### config.mk
export PLATFORM = sky130hd
export DESIGN_NAME = matrix_bus_regbank
export DESIGN_NICKNAME = d
export VERILOG_FILES = /design/src/rtl/matrix_bus_pkg.sv /design/src/rtl/matrix_bus_decode.sv /design/src/rtl/matrix_bus_regbank.sv
export SDC_FILE = /design/constraint.sdc
export NUM_CORES = 1
export LEC_CHECK = 0
export BUFFER_PORTS_ARGS = -buffer_cell sky130_fd_sc_hd__clkbuf_2
export CAP_MARGIN = 30
export CORE_AREA = 2 2 339 341
export CTS_CLUSTER_SIZE = 28
export DETAILED_ROUTE_END_ITERATION = 12
export DIE_AREA = 0 0 341 343
export HOLD_SLACK_MARGIN = 0.08
export PLACE_DENSITY_LB_ADDON = 0.15
export REMOVE_ABC_BUFFERS = 1
export SYNTH_ARGS = -nofsm -noshare
export SYNTH_HDL_FRONTEND = slang
export SYNTH_SLANG_ARGS = --single-unit
### constraint.sdc
create_clock -name clk_i -period 3.6 [get_ports clk_i]
set_input_delay 0 -clock clk_i [delete_from_list [all_inputs] [get_ports clk_i]]
set_output_delay 0 -clock clk_i [all_outputs]
set_load 0.01 [all_outputs]
### src/rtl/matrix_bus_pkg.sv
// Shared types and helpers for the matrix-core system-bus register bank.
package matrix_bus_pkg;

  // Transaction FSM: IDLE accepts strobes, RD_WAIT stretches read latency,
  // RESP presents the one-cycle read acknowledge.
  typedef enum logic [1:0] {
    IDLE    = 2'd0,
    RD_WAIT = 2'd1,
    RESP    = 2'd2
  } state_t;

  // Default system-bus address width.
  localparam int SYS_AW = 20;

  // Word index of a byte address relative to a window base.
  // The subtraction wraps on underflow; callers must qualify with addr >= base.
  function automatic logic [31:0] word_index(input logic [31:0] addr,
                                             input logic [31:0] base);
    logic [31:0] off;
    off = addr - base;
    return {2'b00, off[31:2]};
  endfunction

endpackage

### src/rtl/matrix_bus_decode.sv
// Combinational address decode: byte address -> {hit, word index, read-only}.
module matrix_bus_decode
  import matrix_bus_pkg::*;
#(
  parameter int                AW        = SYS_AW,
  parameter int                N_REGS    = 12,
  parameter logic [AW-1:0]     BASE_ADDR = '0,
  parameter logic [N_REGS-1:0] RO_MASK   = '0,
  parameter int                IW        = 4
) (
  input  logic [AW-1:0] addr_i,
  output logic          hit_o,
  output logic [IW-1:0] idx_o,
  output logic          ro_o
);

  logic [31:0] addr_ext;
  logic [31:0] base_ext;
  logic [31:0] widx;
  logic        hit;

  assign addr_ext = 32'(addr_i);
  assign base_ext = 32'(BASE_ADDR);

  // Hit needs no underflow, word alignment relative to the base, and an in-range index.
  always_comb begin
    widx  = word_index(addr_ext, base_ext);
    hit   = (addr_ext >= base_ext) &&
            (addr_ext[1:0] == base_ext[1:0]) &&
            (widx < 32'(N_REGS));
    idx_o = widx[IW-1:0];
    hit_o = hit;
    ro_o  = 1'b0;
    for (int i = 0; i < N_REGS; i++) begin
      if (hit && (widx[IW-1:0] == IW'(i))) ro_o = RO_MASK[i];
    end
  end

endmodule

### src/rtl/matrix_bus_regbank.sv
// System-bus register bank: N_REGS mapped words, registered read responses
// with programmable latency, error flag on unmapped/misaligned/RO-write access.
//
// Handshake: sys_wen / sys_ren are one-cycle request pulses, accepted only while
// the FSM is IDLE (requests in RD_WAIT/RESP are dropped silently). Every accepted
// request produces exactly one one-cycle sys_ack; sys_err and sys_rdata are
// meaningful only in that cycle, and sys_rdata is 0 whenever sys_ack is 0.
module matrix_bus_regbank
  import matrix_bus_pkg::*;
#(
  parameter int                AW        = SYS_AW,
  parameter int                DW        = 32,
  parameter int                N_REGS    = 12,
  parameter logic [AW-1:0]     BASE_ADDR = '0,
  parameter logic [N_REGS-1:0] RO_MASK   = '0,
  parameter int                RD_LAT    = 1
) (
  input  logic                 clk_i,
  input  logic                 rstn_i,
  input  logic [AW-1:0]        sys_addr,
  input  logic [DW-1:0]        sys_wdata,
  input  logic                 sys_wen,
  input  logic                 sys_ren,
  output logic [DW-1:0]        sys_rdata,
  output logic                 sys_ack,
  output logic                 sys_err,
  output logic [N_REGS*DW-1:0] reg_o,
  input  logic [N_REGS*DW-1:0] reg_i,
  output logic [N_REGS-1:0]    wr_pulse_o,
  output state_t               dbg_state_o
);

  localparam int IW = (N_REGS > 1) ? $clog2(N_REGS) : 1;

  state_t              state_q, state_d;
  logic [1:0]          lat_q, lat_d;
  logic [DW-1:0]       rd_data_q, rd_data_d;
  logic                rd_err_q, rd_err_d;
  logic                ack_q, ack_d;
  logic                err_q, err_d;
  logic [DW-1:0]       rdata_q, rdata_d;
  logic [N_REGS-1:0]   pulse_q, pulse_d;
  logic [DW-1:0]       regs_q [N_REGS];
  logic [DW-1:0]       regs_d [N_REGS];

  logic                hit;
  logic                ro;
  logic [IW-1:0]       idx;
  logic [DW-1:0]       rw_val;
  logic [DW-1:0]       ro_val;
  logic [DW-1:0]       rd_src;

  matrix_bus_decode #(
    .AW        (AW),
    .N_REGS    (N_REGS),
    .BASE_ADDR (BASE_ADDR),
    .RO_MASK   (RO_MASK),
    .IW        (IW)
  ) u_decode (
    .addr_i (sys_addr),
    .hit_o  (hit),
    .idx_o  (idx),
    .ro_o   (ro)
  );

  // Read source mux: RW words come from our own storage, RO words from reg_i.
  always_comb begin
    rw_val = '0;
    ro_val = '0;
    for (int i = 0; i < N_REGS; i++) begin
      if (idx == IW'(i)) begin
        rw_val = regs_q[i];
        ro_val = reg_i[i*DW +: DW];
      end
    end
    rd_src = hit ? (ro ? ro_val : rw_val) : '0;
  end

  // Next-state, register writes and response generation.
  always_comb begin
    state_d   = state_q;
    lat_d     = lat_q;
    rd_data_d = rd_data_q;
    rd_err_d  = rd_err_q;
    ack_d     = 1'b0;
    err_d     = 1'b0;
    rdata_d   = '0;
    pulse_d   = '0;
    regs_d    = regs_q;
    case (state_q)
      IDLE: begin
        if (sys_wen) begin
          // Write wins over a simultaneous read; always completes next cycle.
          ack_d = 1'b1;
          if (hit && !ro) begin
            for (int i = 0; i < N_REGS; i++) begin
              if (idx == IW'(i)) begin
                regs_d[i]  = sys_wdata;
                pulse_d[i] = 1'b1;
              end
            end
          end else begin
            err_d = 1'b1;
          end
        end else if (sys_ren) begin
          // Source is captured at the request edge, independent of latency.
          rd_data_d = rd_src;
          rd_err_d  = !hit;
          if (RD_LAT <= 1) begin
            state_d = RESP;
            ack_d   = 1'b1;
            rdata_d = rd_src;
            err_d   = !hit;
          end else begin
            state_d = RD_WAIT;
            lat_d   = 2'(RD_LAT - 2);
          end
        end
      end
      RD_WAIT: begin
        if (lat_q == 2'd0) begin
          state_d = RESP;
          ack_d   = 1'b1;
          rdata_d = rd_data_q;
          err_d   = rd_err_q;
        end else begin
          lat_d = lat_q - 2'd1;
        end
      end
      RESP: begin
        state_d = IDLE;
      end
      default: begin
        state_d = IDLE;
      end
    endcase
  end

  // State, storage and response registers; reset discards any read in flight.
  always_ff @(posedge clk_i or negedge rstn_i) begin
    if (!rstn_i) begin
      state_q   <= IDLE;
      lat_q     <= 2'd0;
      rd_data_q <= '0;
      rd_err_q  <= 1'b0;
      ack_q     <= 1'b0;
      err_q     <= 1'b0;
      rdata_q   <= '0;
      pulse_q   <= '0;
      for (int i = 0; i < N_REGS; i++) regs_q[i] <= '0;
    end else begin
      state_q   <= state_d;
      lat_q     <= lat_d;
      rd_data_q <= rd_data_d;
      rd_err_q  <= rd_err_d;
      ack_q     <= ack_d;
      err_q     <= err_d;
      rdata_q   <= rdata_d;
      pulse_q   <= pulse_d;
      for (int i = 0; i < N_REGS; i++) regs_q[i] <= regs_d[i];
    end
  end

  for (genvar g = 0; g < N_REGS; g++) begin : g_reg_out
    assign reg_o[g*DW +: DW] = regs_q[g];
  end

  assign sys_ack     = ack_q;
  assign sys_err     = err_q;
  assign sys_rdata   = rdata_q;
  assign wr_pulse_o  = pulse_q;
  assign dbg_state_o = state_q;

endmodule
==> flow_metrics.tcl, run 1 <==
set metrics [dict create \
    status "complete, no violations" \
    synth-seq-cells 431 \
    hold_viol 0 \
    cp_max_fo 32 \
    syn_avg_cell_area_um2 12.66 \
    crit_type "in -> reg" \
    clk_pin_slew_ns 0.06 \
    grt_pass1_wl_um 137700 \
    clock_latency_ns 0.65 \
    power.internal_mw 8.164 \
    power_frac_comb 0.062 \
    drtAntennaViolNets 0 \
    grt_max_degree 76 \
    die_x_um 341 \
    finClkSkew_ns 0.03044 \
    fin_crit_ns 3.065 \
    maxSlewViolCount 0 \
    rsz0062_at_grt "false" \
    synth_seq_area_share 0.5451 \
    h-tree-depth 2 \
    setup_viol 0 \
    clockPowerShare 0.494 \
    track_usage 0.1687 \
    rrSetupSlack_ns 0.84 \
    ys_types 49 \
    clockBufferDepth 3 \
    antenna_found_initial 10 \
    place_ws_ns 0.6102 \
    critPathCaptureType "flip-flop" \
    die-area_mm2 0.1170 \
    reg2reg_to "reg_o[96]$_DFFE_PN0P_" \
    gp_congestion 0.7918 \
    drtPass1Iterations 5 \
    start_util 0.1745 \
    setup_tns_ns 0 \
    wl_per_cell_um 27.84 \
    core_mm2 0.1134 \
    area_growth_pct 33.11 \
    fin_crit_sh 0.8513 \
    dp_cells 3480 \
    ir_worst_vdd_mv 0.3116 \
    switchingPower_mw 2.768 \
    tightest_slew_ns 0.9713 \
    rr_worst_depth 5 \
    critPathRequiredTime_ns 4.11 \
    cts.sinks 431 \
    fin_nets 2512 \
    p_seq_frac 0.444 \
    crit_arrival_ns 3.57 \
    p_sw_frac 0.2532 \
    drive_above_1_share 0.4910 \
    grt_pass1_vias 16210 \
    place_hpwl_um 69980 \
    max_slew_margin 0.3511 \
    postLayoutSetupSlackWorst_ns 0.5354 \
    drt-initial-drc-count 987 \
    port_buffers 486 \
    cts_tree "yes" \
    p_per_area_mw_per_mm2 415.0 \
    synth_cells 1563 \
    cts_setup_buffers 0 \
    avgViaCountPerCell 4.273 \
    die_y_um 343 \
    postRouteWirelength_um 101000 \
    yosys_warnings 0 \
    vias 15510 \
    cts_buffers 55 \
    layout.cells.non_filler 3630 \
    grt_overflow 0 \
    root_buffer "clkbuf_16" \
    cp-start-kind "input pin" \
    drc 0 \
    worstHoldPathType "in -> async" \
    p_leak_nw 13.10 \
    max_freq_ghz 0.3263 \
    r2r-start "dbg_state_o[1]$_DFFE_PN0P_" \
    top_level_ports 872 \
    rows 124 \
    max-cap-violations 0 \
    syn_area_mm2 0.01979 \
]
[placed cells by master, fill, tap and decap left out, types with 3 or more instances in the layout]
cell type	synthesis	final
mux2_1	42	42
diode_2	0	8
nor4_4	11	11
nand3_1	16	16
clkinv_2	0	11
mux2i_1	27	27
nand2b_1	23	20
dlygate4sd3_1	0	46
a31oi_1	14	14
nand2_1	65	65
mux4_2	18	18
clkbuf_1	81	14
clkbuf_2	0	482
o22ai_1	19	19
a21oi_1	77	77
o21ai_0	107	107
buf_4	33	61
a21boi_0	14	14
dfrtp_1	431	431
mux2_2	345	345
clkbuf_16	0	55
and2_1	5	5
a2bb2oi_1	13	13
clkbuf_8	0	10
nand2b_2	0	3
nor2b_4	0	3
o211ai_1	11	11
buf_12	0	10
a211oi_1	28	28
nor2_1	64	63
a21o_1	15	15
nor3_1	9	9
a22oi_1	15	15
[cells in the mapped netlist, drive strengths merged]
| cell type | n | share of area |
|---|---|---|
| a211oi | 28 | 0.011 |
| o211ai | 11 | 0.0042 |
| mux4 | 18 | 0.020 |
| nand2 | 66 | 0.013 |
| mux2i | 27 | 0.014 |
| o221a | 2 | 0.0011 |
| a222oi | 2 | 0.0010 |
| a21boi | 14 | 0.0053 |
| clkbuf | 81 | 0.015 |
| nand4b | 1 | 0.00044 |
| o21ai | 107 | 0.027 |
| nand2b | 23 | 0.0073 |
| o22ai | 19 | 0.0060 |
| conb | 1 | 0.00019 |
| dfrtp | 431 | 0.55 |
| nand3 | 16 | 0.0040 |
| nor3b | 3 | 0.0014 |
| nor2 | 64 | 0.012 |
| nor2b | 6 | 0.0019 |
| o221ai | 2 | 0.00089 |
| a31oi | 14 | 0.0044 |
| nor3 | 10 | 0.0031 |
| o2111ai | 1 | 0.00044 |
| mux2 | 387 | 0.22 |
| and3 | 3 | 0.00095 |
| inv | 2 | 0.00038 |
| a221oi | 1 | 0.00044 |
| a21oi | 77 | 0.019 |
| o2111a | 1 | 0.00057 |
| and3b | 3 | 0.0013 |
| and2 | 5 | 0.0016 |
| a2bb2oi | 13 | 0.0058 |
| a21o | 15 | 0.0057 |
| nand4 | 2 | 0.00063 |
| o31a | 1 | 0.00044 |
| o21a | 2 | 0.00076 |
| a22oi | 15 | 0.0057 |
| or2 | 2 | 0.00063 |
| nor4 | 15 | 0.014 |
| buf | 72 | 0.023 |
[area by class of cell]
| type | count | area, µm² |
|---|---|---|
| Antenna cell | 8 | 20.02 |
| Clock inverter | 16 | 155.1 |
| Clock buffer | 79 | 1567 |
| Fill cell | 12250 | 87070 |
| Tap cell | 1512 | 1892 |
| Inverter | 2 | 7.507 |
| Multi-Input combinational cell | 977 | 8285 |
| Timing Repair Buffer | 605 | 3628 |
| Sequential cell | 431 | 10790 |
[power by group through the flow]
stage | clock [mW] | combinational (mW) | sequential, mW
floorplan | 0 | 0.157 | 4.94
global placement | 0 | 0.654 | 4.94
detailed placement | 0 | 0.655 | 4.94
CTS | 5.57 | 0.703 | 4.85
global route | 5.77 | 0.740 | 4.85
finish | 5.40 | 0.681 | 4.85
[kinds of logic (layout without fill, tap and decap cells)]
family	count (synthesis)	after routing	synth area share
AOI/OAI and AO/OA	325	325	0.09990
other	1	9	0.0001895
muxes	432	432	0.2544
buffers and inverters	155	702	0.03870
DFF	431	431	0.5451
and+or+nand+nor	219	219	0.06178
[state kept, by name, indices dropped and copies added, names as in the netlist]
signal,cells
reg_o,384
sys_rdata,32
wr_pulse_o,12
sys_ack,1
sys_err,1
dbg_state_o,1
[worst max-delay path, stage by stage]
cell and delay [ns]:
dlygate4sd3_1 0.53, clkbuf_2 0.10, nor4_1 0.23, dlygate4sd3_1 0.58, and3_1 0.26, nand2_2 0.40
nor4_4 0.27, buf_4 0.72, mux2_2 0.41
[how the worst max path moves through the flow]
stage	startpoint	endpoint	slack, ns	depth (start not counted)
after global placement	sys_addr[5]	reg_o[111]$_DFFE_PN0P_	0.64	7
final	sys_addr[9]	reg_o[96]$_DFFE_PN0P_	0.54	9
after CTS	sys_addr[9]	reg_o[96]$_DFFE_PN0P_	0.56	9
after detailed placement	sys_addr[5]	reg_o[121]$_DFFE_PN0P_	0.61	7
after global routing	sys_addr[9]	reg_o[114]$_DFFE_PN0P_	0.32	9
after floorplan	sys_addr[13]	reg_o[50]$_DFFE_PN0P_	0.84	4
[stage by stage]
stage | utilization | hold WS [ns] | instance area [µm²] | total power [mW]
3_3_place_gp | 0.2123 | 0.08069 | 24080 | 5.590
6_report | 0.2322 | 0.09992 | 26340 | 10.93
3_5_place_dp | 0.2126 | 0.08044 | 24110 | 5.592
5_1_grt | 0.2321 | 0.1141 | 26330 | 11.36
4_1_cts | 0.2321 | 0.09611 | 26320 | 11.12
2_1_floorplan | - | -0.2956 | 19030 | 5.096
[routing by layer]
layer / share of wire / global-route usage / up-vias
met3: 0.11 / 0.07447 / 127
met1: 0.44 / 0.2186 / 8029
met2: 0.43 / 0.2540 / 647
li1: - / - / 6705
met5: 0.00024 / 0 / -
met4: 0.025 / 0.04616 / 4
[timing repair]
| action | CTS | global route |
|---|---|---|
| gates resized for setup | 0 | 0 |
| hold buffers | 47 | 0 |
| endpoints found under the hold margin | 795 | 0 |
Power figures use the tool's default switching activity.
==> run 2: changes to the inputs <==
- BUFFER_PORTS_ARGS: -buffer_cell sky130_fd_sc_hd__clkbuf_2 -> -buffer_cell sky130_fd_sc_hd__buf_2
- CORE_AREA: 2 2 339 341 -> 5 5 332 334
- DIE_AREA: 0 0 341 343 -> 0 0 337 339
==> run 2 against run 1 <==
  * Combinational power barely moved
  * Global-route usage rose by 0.56 points
  * Sequential share of layout area barely moved
  * Hold slack improved by 0.022 ns
  * Register-to-register slack improved by 0.12 ns
  * Final area barely moved
  * Maximum frequency rose by 2.4%
  * Power rose by 1.8%
  * Sequential power barely moved
  * Clock skew fell by 0.012 ns
  * Non-clock buffer count rose by 1
  * Largest cell class unchanged
  * Largest power group unchanged
  * Highest routed layer is now met4
==> flow_metrics.tcl, run 2 (synthesis results as in run 1) <==
set metrics [dict create \
    clock_latency_ns 0.62 \
    drive_above_1_share 0.4929 \
    cts.sinks 431 \
    crit_type "in -> reg" \
    final_core_util 0.2469 \
    largest_reg_flops 384 \
    setup_tns_ns 0 \
    place_hpwl_um 70100 \
    hold_viol 0 \
    seq_area_mm2 0.01079 \
    critPathRequiredTime_ns 4.10 \
    grt_overflow 0 \
    grt_pass1_vias 16650 \
    crit_arrival_ns 3.50 \
    h-tree-depth 2 \
    rsz0062_at_grt "false" \
    place_ws_ns 0.8472 \
    cts_hold_repair.buffers 49 \
    postLayoutSetupSlackWorst_ns 0.6058 \
    vias 15680 \
    fin_crit_ns 2.994 \
    max_freq_ghz 0.3340 \
    die-area_mm2 0.1142 \
    fin_total_pwr_mw 11.13 \
    hold_start "sys_addr[4]" \
    reg2reg_to "reg_o[345]$_DFFE_PN0P_" \
    tightest_slew_ns 0.9323 \
    fin_crit_sh 0.8317 \
    grt_max_degree 94 \
    n_fill_cell 11460 \
    cp_max_fo 22 \
    postRouteWirelength_um 102600 \
    drt-initial-drc-count 983 \
    gp_congestion 0.8032 \
    cp-start-kind "input pin" \
    layout_common_cells "483 x buf_2, 431 x dfrtp_1, 345 x mux2_2" \
    root_buffer "clkbuf_16" \
    wl_per_cell_um 29.11 \
    port_buffers 486 \
    top_level_ports 872 \
    status "complete, no violations" \
    critPathCaptureType "flip-flop" \
    rrSetupSlack_ns 0.96 \
    drtAntennaViolNets 0 \
    p_sw_frac 0.2513 \
    die_x_um 337 \
    multi_input_area_mm2 0.008285 \
    finClkSkew_ns 0.01886 \
    setup_viol 0 \
    worstHoldEndpoint "sys_rdata[28]$_DFF_PN0_" \
    cts_tree "yes" \
    cts_buffers 54 \
    max-cap-violations 0 \
    rr_worst_depth 5 \
    cts_setup_buffers 0 \
    final_common_cell "buf_2" \
    core_mm2 0.1066 \
    start_util 0.1856 \
    track_usage 0.1743 \
    p_leak_nw 13.53 \
    p_seq_frac 0.436 \
    power.internal_mw 8.334 \
    die_y_um 339 \
    ir_worst_vdd_mv 0.3594 \
    area_growth_pct 33.01 \
    clockBufferDepth 3 \
    clockPowerShare 0.503 \
    hold_slack_ns 0.1216 \
    fin_nets 2512 \
    r2r-start "dbg_state_o[1]$_DFFE_PN0P_" \
    worstHoldPathType "in -> reg" \
    maxSlewViolCount 0 \
    max_slew_margin 0.3785 \
    hold_depth 5 \
    drc 0 \
    antenna_found_initial 12 \
    grt_pass1_wl_um 140600 \
    cts_resized 0 \
    drtPass1Iterations 5 \
    power_frac_comb 0.061 \
    rows 120 \
    avgViaCountPerCell 4.451 \
    clk_pin_slew_ns 0.06 \
    p_per_area_mw_per_mm2 423.0 \
    switchingPower_mw 2.798 \
]
run 2: cell count changes in the layout (fill, tap and decap cells not counted), moves of 3 or more:
| cell | previous run | this run |
|---|---|---|
| buf_12 | 10 | 14 |
| diode_2 | 8 | 4 |
| buf_2 | 1 | 483 |
| clkbuf_2 | 482 | 0 |
| clkbuf_8 | 10 | 7 |
| clkinv_2 | 11 | 14 |
| clkinvlp_4 | 1 | 6 |
| clkbuf_1 | 14 | 11 |
| buf_4 | 61 | 58 |
run 2: how the worst max path moves through the flow:
stage | from | endpoint | slack [ns] | cells past startpoint
2_1_floorplan | sys_addr[13] | reg_o[50]$_DFFE_PN0P_ | 0.84 | 4
3_3_place_gp | sys_addr[5] | reg_o[359]$_DFFE_PN0P_ | 0.84 | 7
3_5_place_dp | sys_addr[5] | reg_o[371]$_DFFE_PN0P_ | 0.85 | 7
4_1_cts | sys_addr[1] | reg_o[376]$_DFFE_PN0P_ | 0.58 | 9
5_1_grt | sys_addr[1] | reg_o[376]$_DFFE_PN0P_ | 0.50 | 9
6_report | sys_addr[1] | reg_o[345]$_DFFE_PN0P_ | 0.61 | 9
run 2: stage by stage:
step	cells	instance area (µm²)
global placement	3370	23990
detailed placement	3370	23990
CTS	3519	26310
floorplan	1410	19030
global route	3520	26310
finish	3523	26320
run 2: layout make-up:
cell class / instances / area share
multi-input combinational: 977 / 0.3148
sequential: 431 / 0.4098
clock inverter: 25 / 0.009270
tap: 1403 / 0.06670
clock buffer: 75 / 0.05942
antenna: 4 / 0.0003803
timing repair buffer: 606 / 0.1393
inverter: 2 / 0.0002852
run 2: worst max-delay path, cell delays in order:
cell           delay (ns)
dlygate4sd3_1        0.54
buf_2                0.12
nor4_1               0.25
dlygate4sd3_1        0.58
and3_1               0.23
nand2_2              0.40
nor4_4               0.31
buf_4                0.53
mux2_2               0.41
run 2: power by group through the flow:
stage	clock, mW	sequential, mW	combinational, mW
after floorplan	0	4.94	0.157
after global placement	0	4.94	0.647
after detailed placement	0	4.94	0.650
after CTS	5.80	4.85	0.700
after global routing	5.96	4.85	0.739
final	5.60	4.85	0.681
run 2: per-layer routing:
metal / GRT usage / share of wire / up-vias
met5: 0 / 0 / -
met4: 0.03663 / 0.021 / 0
met3: 0.08598 / 0.12 / 123
met2: 0.2608 / 0.42 / 699
met1: 0.2279 / 0.43 / 8159
li1: - / - / 6701
==> run 3: changes to the inputs <==
- clock period: 3.6 -> 2.4 ns (I/O delays scaled with it)
==> run 3 against run 2 <==
  * Via count rose by 0.72%
  * Worst setup slack got worse by 0.41 ns
  * Power rose by 51%
  * Critical path type unchanged
  * Clock skew rose by 0.0023 ns
  * Hold slack improved by 0.018 ns
  * Critical path depth rose by 1
  * Final cell count rose by 0.74%
  * Sequential cell count did not move
  * Combinational power rose by 56%
  * First-iteration DRC count fell by 16%
==> flow_metrics.tcl, run 3 (synthesis results as in run 1) <==
set metrics [dict create \
    fin_total_pwr_mw 16.78 \
    cp-start-kind "input pin" \
    tightest_slew_ns 0.5053 \
    drc 0 \
    crit_path_frequent_cell "dlygate4sd3_1" \
    max-cap-violations 0 \
    power.internal_mw 12.66 \
    clockPowerShare 0.503 \
    slowest_delay_ns 0.56 \
    use_met2 0.2567 \
    rows 120 \
    start_util 0.1856 \
    switchingPower_mw 4.115 \
    n_fill_cell 11370 \
    cts.sinks 431 \
    p_sw_frac 0.2453 \
    crit_arrival_ns 2.69 \
    power_frac_comb 0.063 \
    layout.cells.non_filler 3549 \
    crit_type "in -> reg" \
    vias 15800 \
    critPathCaptureType "flip-flop" \
    p_seq_frac 0.434 \
    clk_pin_slew_ns 0.07 \
    grt_pass1_wl_um 139500 \
    hold_viol 0 \
    drt-initial-drc-count 829 \
    area_growth_pct 35.95 \
    clockBufferDepth 3 \
    crit_buf_inv 5 \
    grt_pass1_vias 16860 \
    cp_max_fo 17 \
    fin_crit_ns 2.205 \
    largest_reg_flops 384 \
    die_x_um 337 \
    worstHoldPathType "in -> async" \
    place_hpwl_um 72150 \
    dp_cells 3401 \
    gp_congestion 0.8219 \
    die-area_mm2 0.1142 \
    wl_per_cell_um 28.49 \
    finClkSkew_ns 0.02113 \
    core_mm2 0.1066 \
    final_common_cell "buf_2" \
    rrSetupSlack_ns 0.30 \
    cts_tree "yes" \
    postRouteWirelength_um 101100 \
    final_core_util 0.2524 \
    clock_latency_ns 0.63 \
    gr-usage-met3 0.08821 \
    max_freq_ghz 0.4534 \
    crit_family "buffers and inverters" \
    gr-usage-met1 0.2213 \
    maxSlewViolCount 0 \
    antenna_found_initial 8 \
    avgViaCountPerCell 4.451 \
    rsz0062_at_grt "false" \
    top_level_ports 872 \
    p_leak_nw 13.79 \
    fin_crit_sh 0.9189 \
    grt_overflow 0 \
    die_y_um 339 \
    critPathRequiredTime_ns 2.88 \
    grt_max_degree 65 \
    busiest_layer "met2" \
    ir_worst_vdd_mv 0.4744 \
    track_usage 0.1720 \
    cts_buffers 54 \
    p_per_area_mw_per_mm2 623.6 \
    port_buffers 486 \
    worstPathCellList "dlygate4sd3_1 -> buf_2 -> nor4_1 -> and3_1 -> dlygate4sd3_1 -> buf_4 -> and3_2 -> buf_12 -> o21ai_0 -> a31oi_1" \
    layout_common_cells "483 x buf_2, 431 x dfrtp_1, 345 x mux2_2" \
    setup_viol 0 \
    h-tree-depth 2 \
    drive_above_1_share 0.4977 \
    max_slew_margin 0.6632 \
    status "complete, no violations" \
    drtPass1Iterations 5 \
    fin_nets 2539 \
    cpMaxStageDelayCell "dlygate4sd3_1" \
    root_buffer "clkbuf_16" \
    drtAntennaViolNets 0 \
    cts_setup_buffers 0 \
]
==> run 3: tightest hold or removal path, stage by stage <==
cell           delay, ns
dlygate4sd3_1       0.56
buf_8               0.27
buf_12              0.24
==> run 3: metrics by stage <==
step                cell area [µm²]  hold WS [ns]  worst slack [ns]  setup TNS, ns
finish                        26900        0.1395            0.1947              0
global route                  26890        0.1347           0.02832              0
CTS                           26890        0.1011            0.1159              0
detailed placement            24610       0.06258            0.1926              0
global placement              24610       0.05897            0.2229              0
floorplan                     19030       -0.2956           -0.3596        -118.55
==> run 3: timing repair <==
action,CTS,global route
hold endpoints to repair,823,0
gates resized for setup,0,1
hold buffers,45,0
setup endpoints to repair,0,1
==> run 3: final timing paths <==
check	endpoint	cells after the start	from
max in group asynchronous	reg_o[307]$_DFFE_PN0P_	3	rstn_i
hold reg to reg	sys_ack$_DFF_PN0_	1	dbg_state_o[1]$_DFFE_PN0P_
setup / recovery	sys_rdata[11]$_DFF_PN0_	10	sys_addr[7]
hold / removal	reg_o[169]$_DFFE_PN0P_	3	rstn_i
min in group clk_i	sys_rdata[20]$_DFF_PN0_	5	sys_addr[4]
setup reg to reg	reg_o[129]$_DFFE_PN0P_	6	dbg_state_o[1]$_DFFE_PN0P_
==> run 3: per-layer routing <==
layer / routed length [µm] / part of all wire
met3: 12690 / 0.13
met1: 43090 / 0.43
met4: 2307 / 0.023
met5: 32 / 0.00032
met2: 42990 / 0.43
==> run 3: power by group through the flow <==
stage                     Clock (mW)  Combinational (mW)  Sequential (mW)
after floorplan                    0               0.235             7.41
after global placement             0                1.02             7.40
after detailed placement           0                1.02             7.40
after CTS                       8.72                1.08             7.27
after global routing            8.94                1.14             7.27
final                           8.44                1.06             7.27
==> run 3: final cells by class <==
cell class                 instances  area (µm²)  area share
sequential                       431       10790      0.4009
timing repair buffer             633        4250      0.1580
antenna                            4       10.01   0.0003721
clock inverter                    15       212.7    0.007907
tap                             1403        1755     0.06525
multi-input combinational        977        8285      0.3080
clock buffer                      84        1595     0.05930
inverter                           2       7.507   0.0002791
